File: src/rtl/riscv_regfile_sb_pkg.sv
// Shared constants and types for the RISC-V integer register file and its scoreboard.
// Latency: n/a (package only).
// Backpressure: n/a. Used by riscv_regfile_sb, riscv_rf_scoreboard and riscv_regfile_sb_if.
package riscv_rf_pkg;

    localparam int DEF_XLEN     = 32;
    localparam int DEF_MAX_PEND = 3;

    // Architectural register indices with a fixed role.
    localparam int REG_ZERO = 0;
    localparam int REG_RA   = 1;
    localparam int REG_SP   = 2;
    localparam int REG_T4   = 29;

    // Pending-write counter wide enough for the default MAX_PEND.
    typedef logic [$clog2(DEF_MAX_PEND + 1)-1:0] pend_cnt_t;

endpackage

File: src/rtl/riscv_regfile_sb_if.sv
// Bundle of read, issue and write-back signals between the pipeline and the register file.
// Latency: n/a (wiring only). Ports: read addr/data/busy, issue en/addr/ready, wb en/addr/data, flush, debug taps.
// Backpressure: iss_ready_o gates issue; write-back is never stalled.
interface riscv_regfile_sb_if
    import riscv_rf_pkg::*;
#(
    parameter int XLEN = DEF_XLEN,
    parameter int NREG = 32,
    parameter int NRD  = 2
);
    localparam int AW = $clog2(NREG);

    logic [NRD*AW-1:0]   rs_addr_i;
    logic [NRD*XLEN-1:0] rs_data_o;
    logic [NRD-1:0]      rs_busy_o;
    logic                iss_en_i;
    logic [AW-1:0]       iss_addr_i;
    logic                iss_ready_o;
    logic                wb_en_i;
    logic [AW-1:0]       wb_addr_i;
    logic [XLEN-1:0]     wb_data_i;
    logic                flush_i;
    logic [NREG-1:0]     busy_o;
    logic                wb_err_o;
    logic [XLEN-1:0]     ra_o;
    logic [XLEN-1:0]     sp_o;
    logic [XLEN-1:0]     result_o;

    // Register-file side.
    modport slave (
        input  rs_addr_i, iss_en_i, iss_addr_i, wb_en_i, wb_addr_i, wb_data_i, flush_i,
        output rs_data_o, rs_busy_o, iss_ready_o, busy_o, wb_err_o, ra_o, sp_o, result_o
    );

    // Pipeline side.
    modport master (
        output rs_addr_i, iss_en_i, iss_addr_i, wb_en_i, wb_addr_i, wb_data_i, flush_i,
        input  rs_data_o, rs_busy_o, iss_ready_o, busy_o, wb_err_o, ra_o, sp_o, result_o
    );

endinterface

File: src/rtl/riscv_regfile_sb_scoreboard.sv
// Per-register saturating pending-write counters for RAW hazard detection.
// Latency: counters/wb_err_o update 1 cycle after issue/wb; iss_ready_o and busy_o are direct from state.
// Backpressure: iss_ready_o=0 when the addressed counter is at MAX_PEND; a dropped issue leaves the count alone.
// Ports: clk_i/rst_ni, issue en/addr/ready, wb en/addr, flush, busy vector, wb_err pulse,
// and with RISCV_RF_BYPASS_EN a per-register "last producer retires this cycle" vector.
module riscv_rf_scoreboard
    import riscv_rf_pkg::*;
#(
    parameter int NREG     = 32,
    parameter int MAX_PEND = DEF_MAX_PEND
) (
    input  logic                    clk_i,
    input  logic                    rst_ni,
    input  logic                    iss_en_i,
    input  logic [$clog2(NREG)-1:0] iss_addr_i,
    output logic                    iss_ready_o,
    input  logic                    wb_en_i,
    input  logic [$clog2(NREG)-1:0] wb_addr_i,
    input  logic                    flush_i,
    output logic [NREG-1:0]         busy_o,
`ifdef RISCV_RF_BYPASS_EN
    output logic [NREG-1:0]         retire_o,
`endif
    output logic                    wb_err_o
);

    localparam int AW = $clog2(NREG);
    localparam int CW = $clog2(MAX_PEND + 1);

    logic [CW-1:0]   cnt_q [NREG];
    logic [CW-1:0]   cnt_d [NREG];
    logic            wb_err_q, wb_err_d;
    logic            iss_rdy;
    logic [NREG-1:0] inc;
    logic [NREG-1:0] dec;

    always_comb begin
        // A write-back in the same cycle cannot free a slot for this issue: ready looks at the stored count only.
        iss_rdy = (iss_addr_i == AW'(REG_ZERO)) || (cnt_q[iss_addr_i] != CW'(MAX_PEND));
        for (int r = 0; r < NREG; r++) begin
            inc[r]   = iss_en_i && iss_rdy && (iss_addr_i == AW'(r)) && (r != REG_ZERO);
            dec[r]   = wb_en_i && (wb_addr_i == AW'(r)) && (cnt_q[r] != '0);
            cnt_d[r] = cnt_q[r];
            if (flush_i) begin
                cnt_d[r] = '0;
            end else if (inc[r] && !dec[r]) begin
                cnt_d[r] = cnt_q[r] + CW'(1);
            end else if (dec[r] && !inc[r]) begin
                cnt_d[r] = cnt_q[r] - CW'(1);
            end
        end
        // Write-back with nothing outstanding: data still lands, counter holds at 0.
        wb_err_d = wb_en_i && (wb_addr_i != AW'(REG_ZERO)) && (cnt_q[wb_addr_i] == '0) && !flush_i;
    end

    always_ff @(posedge clk_i or negedge rst_ni) begin
        if (!rst_ni) begin
            for (int r = 0; r < NREG; r++) begin
                cnt_q[r] <= '0;
            end
            wb_err_q <= 1'b0;
        end else begin
            for (int r = 0; r < NREG; r++) begin
                cnt_q[r] <= cnt_d[r];
            end
            wb_err_q <= wb_err_d;
        end
    end

    always_comb begin
        for (int r = 0; r < NREG; r++) begin
            busy_o[r] = (cnt_q[r] != '0);
        end
    end

`ifdef RISCV_RF_BYPASS_EN
    // The single outstanding producer is writing back now and nobody re-marks the register.
    always_comb begin
        for (int r = 0; r < NREG; r++) begin
            retire_o[r] = dec[r] && !inc[r] && (cnt_q[r] == CW'(1));
        end
    end
`endif

    assign iss_ready_o = iss_rdy;
    assign wb_err_o    = wb_err_q;

endmodule

File: src/rtl/riscv_regfile_sb.sv
// Integer register file: NRD combinational read ports, one write-back port, pending-write scoreboard.
// Latency: reads combinational; a write is visible the cycle after (same cycle with RISCV_RF_BYPASS_EN defined).
// Backpressure: issue is throttled via iss_ready_o from the scoreboard; reads and write-back never stall.
// Ports: clk_i, rst_ni (async active-low), rf (riscv_regfile_sb_if.slave) carrying read/issue/wb/flush and debug taps.
module riscv_regfile_sb
    import riscv_rf_pkg::*;
#(
    parameter int XLEN       = DEF_XLEN,
    parameter int NREG       = 32,
    parameter int NRD        = 2,
    parameter int MAX_PEND   = DEF_MAX_PEND,
    parameter int RESULT_IDX = REG_T4
) (
    input  logic              clk_i,
    input  logic              rst_ni,
    riscv_regfile_sb_if.slave rf
);

    localparam int AW = $clog2(NREG);

    logic [XLEN-1:0] regs_q [NREG];
    logic [XLEN-1:0] regs_d [NREG];
    logic [NREG-1:0] busy;
`ifdef RISCV_RF_BYPASS_EN
    logic [NREG-1:0] retire;
`endif

    riscv_rf_scoreboard #(
        .NREG     (NREG),
        .MAX_PEND (MAX_PEND)
    ) u_sb (
        .clk_i       (clk_i),
        .rst_ni      (rst_ni),
        .iss_en_i    (rf.iss_en_i),
        .iss_addr_i  (rf.iss_addr_i),
        .iss_ready_o (rf.iss_ready_o),
        .wb_en_i     (rf.wb_en_i),
        .wb_addr_i   (rf.wb_addr_i),
        .flush_i     (rf.flush_i),
        .busy_o      (busy),
`ifdef RISCV_RF_BYPASS_EN
        .retire_o    (retire),
`endif
        .wb_err_o    (rf.wb_err_o)
    );

    // x0 is never written, so its storage stays at the reset value 0.
    always_comb begin
        for (int r = 0; r < NREG; r++) begin
            regs_d[r] = regs_q[r];
        end
        if (rf.wb_en_i && (rf.wb_addr_i != AW'(REG_ZERO))) begin
            regs_d[rf.wb_addr_i] = rf.wb_data_i;
        end
    end

    always_ff @(posedge clk_i or negedge rst_ni) begin
        if (!rst_ni) begin
            for (int r = 0; r < NREG; r++) begin
                regs_q[r] <= '0;
            end
        end else begin
            for (int r = 0; r < NREG; r++) begin
                regs_q[r] <= regs_d[r];
            end
        end
    end

    always_comb begin
        logic [AW-1:0] a;
        a            = '0;
        rf.rs_data_o = '0;
        rf.rs_busy_o = '0;
        for (int k = 0; k < NRD; k++) begin
            a                                 = rf.rs_addr_i[k*AW +: AW];
            rf.rs_data_o[k*XLEN +: XLEN]      = regs_q[a];
            rf.rs_busy_o[k]                   = busy[a];
`ifdef RISCV_RF_BYPASS_EN
            if (rf.wb_en_i && (rf.wb_addr_i == a) && (a != AW'(REG_ZERO))) begin
                rf.rs_data_o[k*XLEN +: XLEN] = rf.wb_data_i;
            end
            // Retirement already implies a matching non-zero write-back this cycle.
            rf.rs_busy_o[k] = busy[a] && !retire[a];
`endif
        end
    end

    assign rf.busy_o   = busy;
    assign rf.ra_o     = regs_q[REG_RA];
    assign rf.sp_o     = regs_q[REG_SP];
    assign rf.result_o = regs_q[RESULT_IDX];

endmodule

File: src/flat_wrapper.sv
// flat-port wrapper written by rule: the top's interface ports become plain ports
module riscv_regfile_sb_flat import riscv_rf_pkg::*;
#(
    parameter int XLEN       = DEF_XLEN,
    parameter int NREG       = 32,
    parameter int NRD        = 2,
    parameter int MAX_PEND   = DEF_MAX_PEND,
    parameter int RESULT_IDX = REG_T4
)
  (clk_i, rst_ni, rf_rs_addr_i, rf_iss_en_i, rf_iss_addr_i, rf_wb_en_i, rf_wb_addr_i, rf_wb_data_i, rf_flush_i, rf_rs_data_o, rf_rs_busy_o, rf_iss_ready_o, rf_busy_o, rf_wb_err_o, rf_ra_o, rf_sp_o, rf_result_o);
  riscv_regfile_sb_if #(.XLEN(XLEN), .NREG(NREG), .NRD(NRD)) rf_i ();
  input  logic clk_i;
  input  logic rst_ni;
  input wire logic [$bits(rf_i.rs_addr_i)-1:0] rf_rs_addr_i;
  input wire logic [$bits(rf_i.iss_en_i)-1:0] rf_iss_en_i;
  input wire logic [$bits(rf_i.iss_addr_i)-1:0] rf_iss_addr_i;
  input wire logic [$bits(rf_i.wb_en_i)-1:0] rf_wb_en_i;
  input wire logic [$bits(rf_i.wb_addr_i)-1:0] rf_wb_addr_i;
  input wire logic [$bits(rf_i.wb_data_i)-1:0] rf_wb_data_i;
  input wire logic [$bits(rf_i.flush_i)-1:0] rf_flush_i;
  output wire logic [$bits(rf_i.rs_data_o)-1:0] rf_rs_data_o;
  output wire logic [$bits(rf_i.rs_busy_o)-1:0] rf_rs_busy_o;
  output wire logic [$bits(rf_i.iss_ready_o)-1:0] rf_iss_ready_o;
  output wire logic [$bits(rf_i.busy_o)-1:0] rf_busy_o;
  output wire logic [$bits(rf_i.wb_err_o)-1:0] rf_wb_err_o;
  output wire logic [$bits(rf_i.ra_o)-1:0] rf_ra_o;
  output wire logic [$bits(rf_i.sp_o)-1:0] rf_sp_o;
  output wire logic [$bits(rf_i.result_o)-1:0] rf_result_o;
  assign rf_i.rs_addr_i = rf_rs_addr_i;
  assign rf_i.iss_en_i = rf_iss_en_i;
  assign rf_i.iss_addr_i = rf_iss_addr_i;
  assign rf_i.wb_en_i = rf_wb_en_i;
  assign rf_i.wb_addr_i = rf_wb_addr_i;
  assign rf_i.wb_data_i = rf_wb_data_i;
  assign rf_i.flush_i = rf_flush_i;
  assign rf_rs_data_o = rf_i.rs_data_o;
  assign rf_rs_busy_o = rf_i.rs_busy_o;
  assign rf_iss_ready_o = rf_i.iss_ready_o;
  assign rf_busy_o = rf_i.busy_o;
  assign rf_wb_err_o = rf_i.wb_err_o;
  assign rf_ra_o = rf_i.ra_o;
  assign rf_sp_o = rf_i.sp_o;
  assign rf_result_o = rf_i.result_o;
  riscv_regfile_sb #(.XLEN(XLEN), .NREG(NREG), .NRD(NRD), .MAX_PEND(MAX_PEND), .RESULT_IDX(RESULT_IDX)) u_core (.clk_i(clk_i), .rst_ni(rst_ni), .rf(rf_i));
endmodule
File: config.mk
export PLATFORM = sky130hd
export DESIGN_NAME = riscv_regfile_sb_flat
export DESIGN_NICKNAME = d
export VERILOG_FILES = /design/src/rtl/riscv_regfile_sb_pkg.sv /design/src/rtl/riscv_regfile_sb_if.sv /design/src/rtl/riscv_regfile_sb_scoreboard.sv /design/src/rtl/riscv_regfile_sb.sv /design/src/flat_wrapper.sv
export SDC_FILE = /design/constraint.sdc
export NUM_CORES = 2
export LEC_CHECK = 0
export CORE_ASPECT_RATIO = 0.75
export CORE_MARGIN = 1
export CORE_UTILIZATION = 56
export DETAILED_ROUTE_END_ITERATION = 8
export GPL_TIMING_DRIVEN = 0
export HOLD_SLACK_MARGIN = 0.03
export PLACE_DENSITY_LB_ADDON = 0.1
export SETUP_SLACK_MARGIN = 0.2
export SLEW_MARGIN = 20
export SYNTH_ARGS = -nofsm -noshare
export SYNTH_HDL_FRONTEND = slang
export SYNTH_SLANG_ARGS = --single-unit
File: constraint.sdc
create_clock -name clk_i -period 3.45 [get_ports clk_i]
set_input_delay 0.8625 -clock clk_i [delete_from_list [all_inputs] [get_ports clk_i]]
set_output_delay 0.8625 -clock clk_i [all_outputs]
set_load 0.005 [all_outputs]
==> flow_metrics.env <==
export IMPL_outcome="finished with violations"
export IMPL_violations="setup timing"
export IMPL_final_cell_count_no_fill=6081
export IMPL_finalCritPeriodShare_pct=116
export IMPL_gr_usage_all_layers_pct=37.6
export IMPL_ys_ff_latch=1089
export IMPL_maxCapViolations=0
export IMPL_max_freq_ghz=0.250
export IMPL_hp_class="reg2reg"
export IMPL_ys_types=45
export IMPL_avgSynthCellArea_sq_um=15.5
export IMPL_fin_nets=4623
export IMPL_firstDrtPassIters=6
export IMPL_worst_slack_ps=-546
export IMPL_worstSetupPathType="in2out"
export IMPL_syn_area_sq_um=60100
export IMPL_antenna_found_initial=4
export IMPL_die_h_microns=286
export IMPL_ctsRootBufferMaster="clkbuf_16"
export IMPL_hpwl_mm=141
export IMPL_grt_max_degree=144
export IMPL_cts_tree="yes"
export IMPL_tightest_slew_ps=1180
export IMPL_worst_path_stages=9
export IMPL_io_buffers=238
export IMPL_routed_wirelength_mm=208
export IMPL_routed_via_density=6.91
export IMPL_crit_arrival_ps=3130
export IMPL_core_area_sq_um=106000
export IMPL_grt_pass1_wl_mm=291
export IMPL_use_met2_pct=53.2
export IMPL_clk_pin_slew_worst_paths_ps=60
export IMPL_drive_gt1_share_pct=58.7
export IMPL_synth_edf_count=0
export IMPL_gr_total_overflow=0
export IMPL_synth_nets=3941
export IMPL_cts_sinks=1089
export IMPL_start_kind="primary input"
export IMPL_rsz0062_at_grt="yes"
export IMPL_cpPeakStageDelay_ps=560
export IMPL_ys_seq_area_share_pct=45.4
export IMPL_postRouteAntennaNets=0
export IMPL_ir_drop_v=0.000381
export IMPL_postSynthCellCount=3883
export IMPL_syn_to_final_growth_pct=23.1
export IMPL_cts_path_max_buffers=3
export IMPL_dieWidth_microns=380
export IMPL_cp_startpoint="rf_rs_addr_i[0]"
export IMPL_p_per_area_nw_per_um2=534
export IMPL_ys_warn_count=0
export IMPL_num_io_pins=253
export IMPL_start_util_pct=56.8
export IMPL_slew_limit_headroom_pct=21.1
export IMPL_leakage_uw=0.0322
export IMPL_synthArstFlopShare_pct=100
export IMPL_synth_main_ff_cell="dfrtp_1"
export IMPL_fin_setup_tns_ps=-30040
export IMPL_cts_htree_levels=3
export IMPL_worstSkewPairLatency_ps=740
export IMPL_total_power_uw=39500
export IMPL_grt_pass1_vias=40314
export IMPL_grtUsageMet3_pct=13.1
export IMPL_crit_path_end_kind="output pin"
export IMPL_setup_viol=67
export IMPL_first_iter_violations=4759
export IMPL_gp_congestion=0.925
export IMPL_busiest_layer="met1"
export IMPL_worstReg2RegStart="u_core.u_sb.cnt_q[32]"
export IMPL_hold_violations=0
export IMPL_critPathSlowestCell="mux4_2"
export IMPL_r2r_cells=8
export IMPL_numCtsBuffers=109
export IMPL_dr_total_vias=41990
export IMPL_crit_required_ps=2590
export IMPL_drv_slew=0
export IMPL_min_from="u_core.regs_q[1010]"
export IMPL_worstHoldPathCells=1
export IMPL_path_cells="clkbuf_16, clkbuf_16, buf_16, buf_12, buf_6, mux4_2, mux4_2, mux2_4, buf_6"
export IMPL_period_needed_ps=4000
export IMPL_post_place_ws_ps=-1670
export IMPL_dp_cells=5549
export IMPL_num_rows=103
export IMPL_crit_family="multiplexers"
export IMPL_design_die_area_sq_um=109000
export IMPL_hold_ws_ps=473
export IMPL_crit_buf_inv=6
export IMPL_wl_per_cell_microns=34.2
export IMPL_grtUsageMet1_pct=53.7
export IMPL_drc=0
export IMPL_finClkSkew_ps=20.1
export IMPL_crit_path_max_fanout=5
report_power, final:
| part | internal (uW) | switching, uW | leakage (uW) | total (uW) |
|---|---|---|---|---|
| Combinational | 6200 | 3690 | 0.0163 | 9890 |
| Sequential | 15100 | 1820 | 0.0140 | 16900 |
| Clock | 7310 | 5430 | 0.00189 | 12700 |
synthesized netlist by cell type (2+ instances only):
cell type  instances  area (sq um)
o32ai_1            8          70.1
nor4bb_1           3          30.0
mux4_2           679         15300
o21ai_0           28           140
a21oi_1           34           170
a22oi_1           10          75.1
mux2i_1           47           470
nand3_1            3          15.0
nand2_1           98           368
dfrtp_1         1089         27300
buf_1             31           116
clkbuf_1         306          1150
or4_1              2          15.0
nand2b_1           9          56.3
nor4b_1            2          17.5
nor2_1            72           270
buf_2             84           420
buf_6              4          45.0
o311ai_0          12           105
or2_2             31           194
nor2b_1           27           169
o211ai_1           3          22.5
nor3_1            51           255
nor4_1             2          12.5
o41ai_2           13           211
nand4b_1           4          35.0
and2_1            17           106
o32ai_2            8           130
mux2_2          1056         11900
nand3b_1           2          15.0
buf_4             98           736
inv_1             37           139
state kept, by name, summed over array words and instances, names as in the netlist:
name,cells
u_core.regs_q,928
u_core.rf.ra_o,32
u_core.rf.result_o,32
u_core.rf.sp_o,32
u_core.u_sb.cnt_q,64
u_core.u_sb.wb_err_o,1
timing repair:
item	CTS	global route
hold buffers	1	0
endpoints found under the hold margin	26	0
gates cloned	9	13
setup buffers	32	267
setup endpoints to repair	392	471
gates resized for setup	372	294
pin swaps	7	6
routing by layer:
metal  up-vias  part of all wire (%)
met5         -                 0.015
met4         4                   4.1
met3       508                    13
met2      2631                    43
met1     22554                    40
li1      16293                     -
cell families (layout without fill, tap and decap cells):
logic type / after synthesis / count (layout) / synth area share (%)
multiplexers: 1782 / 1782 / 46.0
AND/OR/NAND/NOR: 328 / 328 / 2.65
buffers and inverters: 561 / 1336 / 4.34
flip-flops: 1089 / 1089 / 45.4
XOR/XNOR: 1 / 1 / 0.0146
adder cells (fa/ha/maj): 1 / 1 / 0.0208
other: 0 / 6 / 0
AO/OA/AOI/OAI: 121 / 121 / 1.61
metrics by stage:
stage / util, % / instance area, sq um
after global routing: 69.9 / 73900
final: 69.9 / 74000
after global placement: 61.7 / 65200
after floorplan: - / 61100
after detailed placement: 62.0 / 65600
after CTS: 66.8 / 70700
worst paths after layout:
| check | end | slack [ps] |
|---|---|---|
| min reg2reg | u_core.regs_q[1010] | 470 |
| max reg2reg | u_core.u_sb.cnt_q[56] | 940 |
| min | u_core.regs_q[1010] | 470 |
| min in group asynchronous | u_core.rf.sp_o[28] | 640 |
| max in group asynchronous | u_core.regs_q[8] | 700 |
| max | rf_rs_data_o[6] | -550 |
cells in the final DEF (no fill, tap or decap), types with 9 or more instances in the layout:
cell             netlist  routed
a21oi_1               34      34
and2_1                17      17
buf_1                 31      10
buf_12                 0      50
buf_16                 0      58
buf_2                 84      38
buf_4                 98     289
buf_6                  4     105
buf_8                  0      16
clkbuf_1             306     207
clkbuf_16              0     136
clkbuf_2               0     101
clkbuf_4               0      35
clkbuf_8               0      45
clkdlybuf4s50_1        0     165
clkinv_2               0      24
dfrtp_1             1089    1087
inv_1                 37      36
mux2_2              1056     993
mux2_4                 0      63
mux2i_1               47      45
mux4_2               679     679
nand2_1               98      96
nand2b_1               9       9
nor2_1                72      54
nor2_4                 0      15
nor2b_1               27      27
nor3_1                51      50
o21ai_0               28      28
o311ai_0              12      12
o41ai_2               13      13
or2_2                 31      31
layout make-up:
| cell class | instances | area (sq um) |
|---|---|---|
| fill | 7055 | 31900 |
| multi-input combinational | 2233 | 30600 |
| sequential | 1089 | 27300 |
| timing repair buffer | 571 | 6160 |
| buffer | 523 | 4170 |
| clock buffer | 167 | 3370 |
| tap | 1417 | 1770 |
| clock inverter | 37 | 417 |
| inverter | 38 | 148 |
| antenna | 6 | 15.0 |
worst register-to-register path, delay by kind of cell (launching register included):
family                 cells  cell delay, ps
AOI/OAI and AO/OA          2             340
buffers and inverters      3             490
DFF                        1             430
and+or+nand+nor            1             450
muxes                      2             740
(Power assumes the default switching activity.)
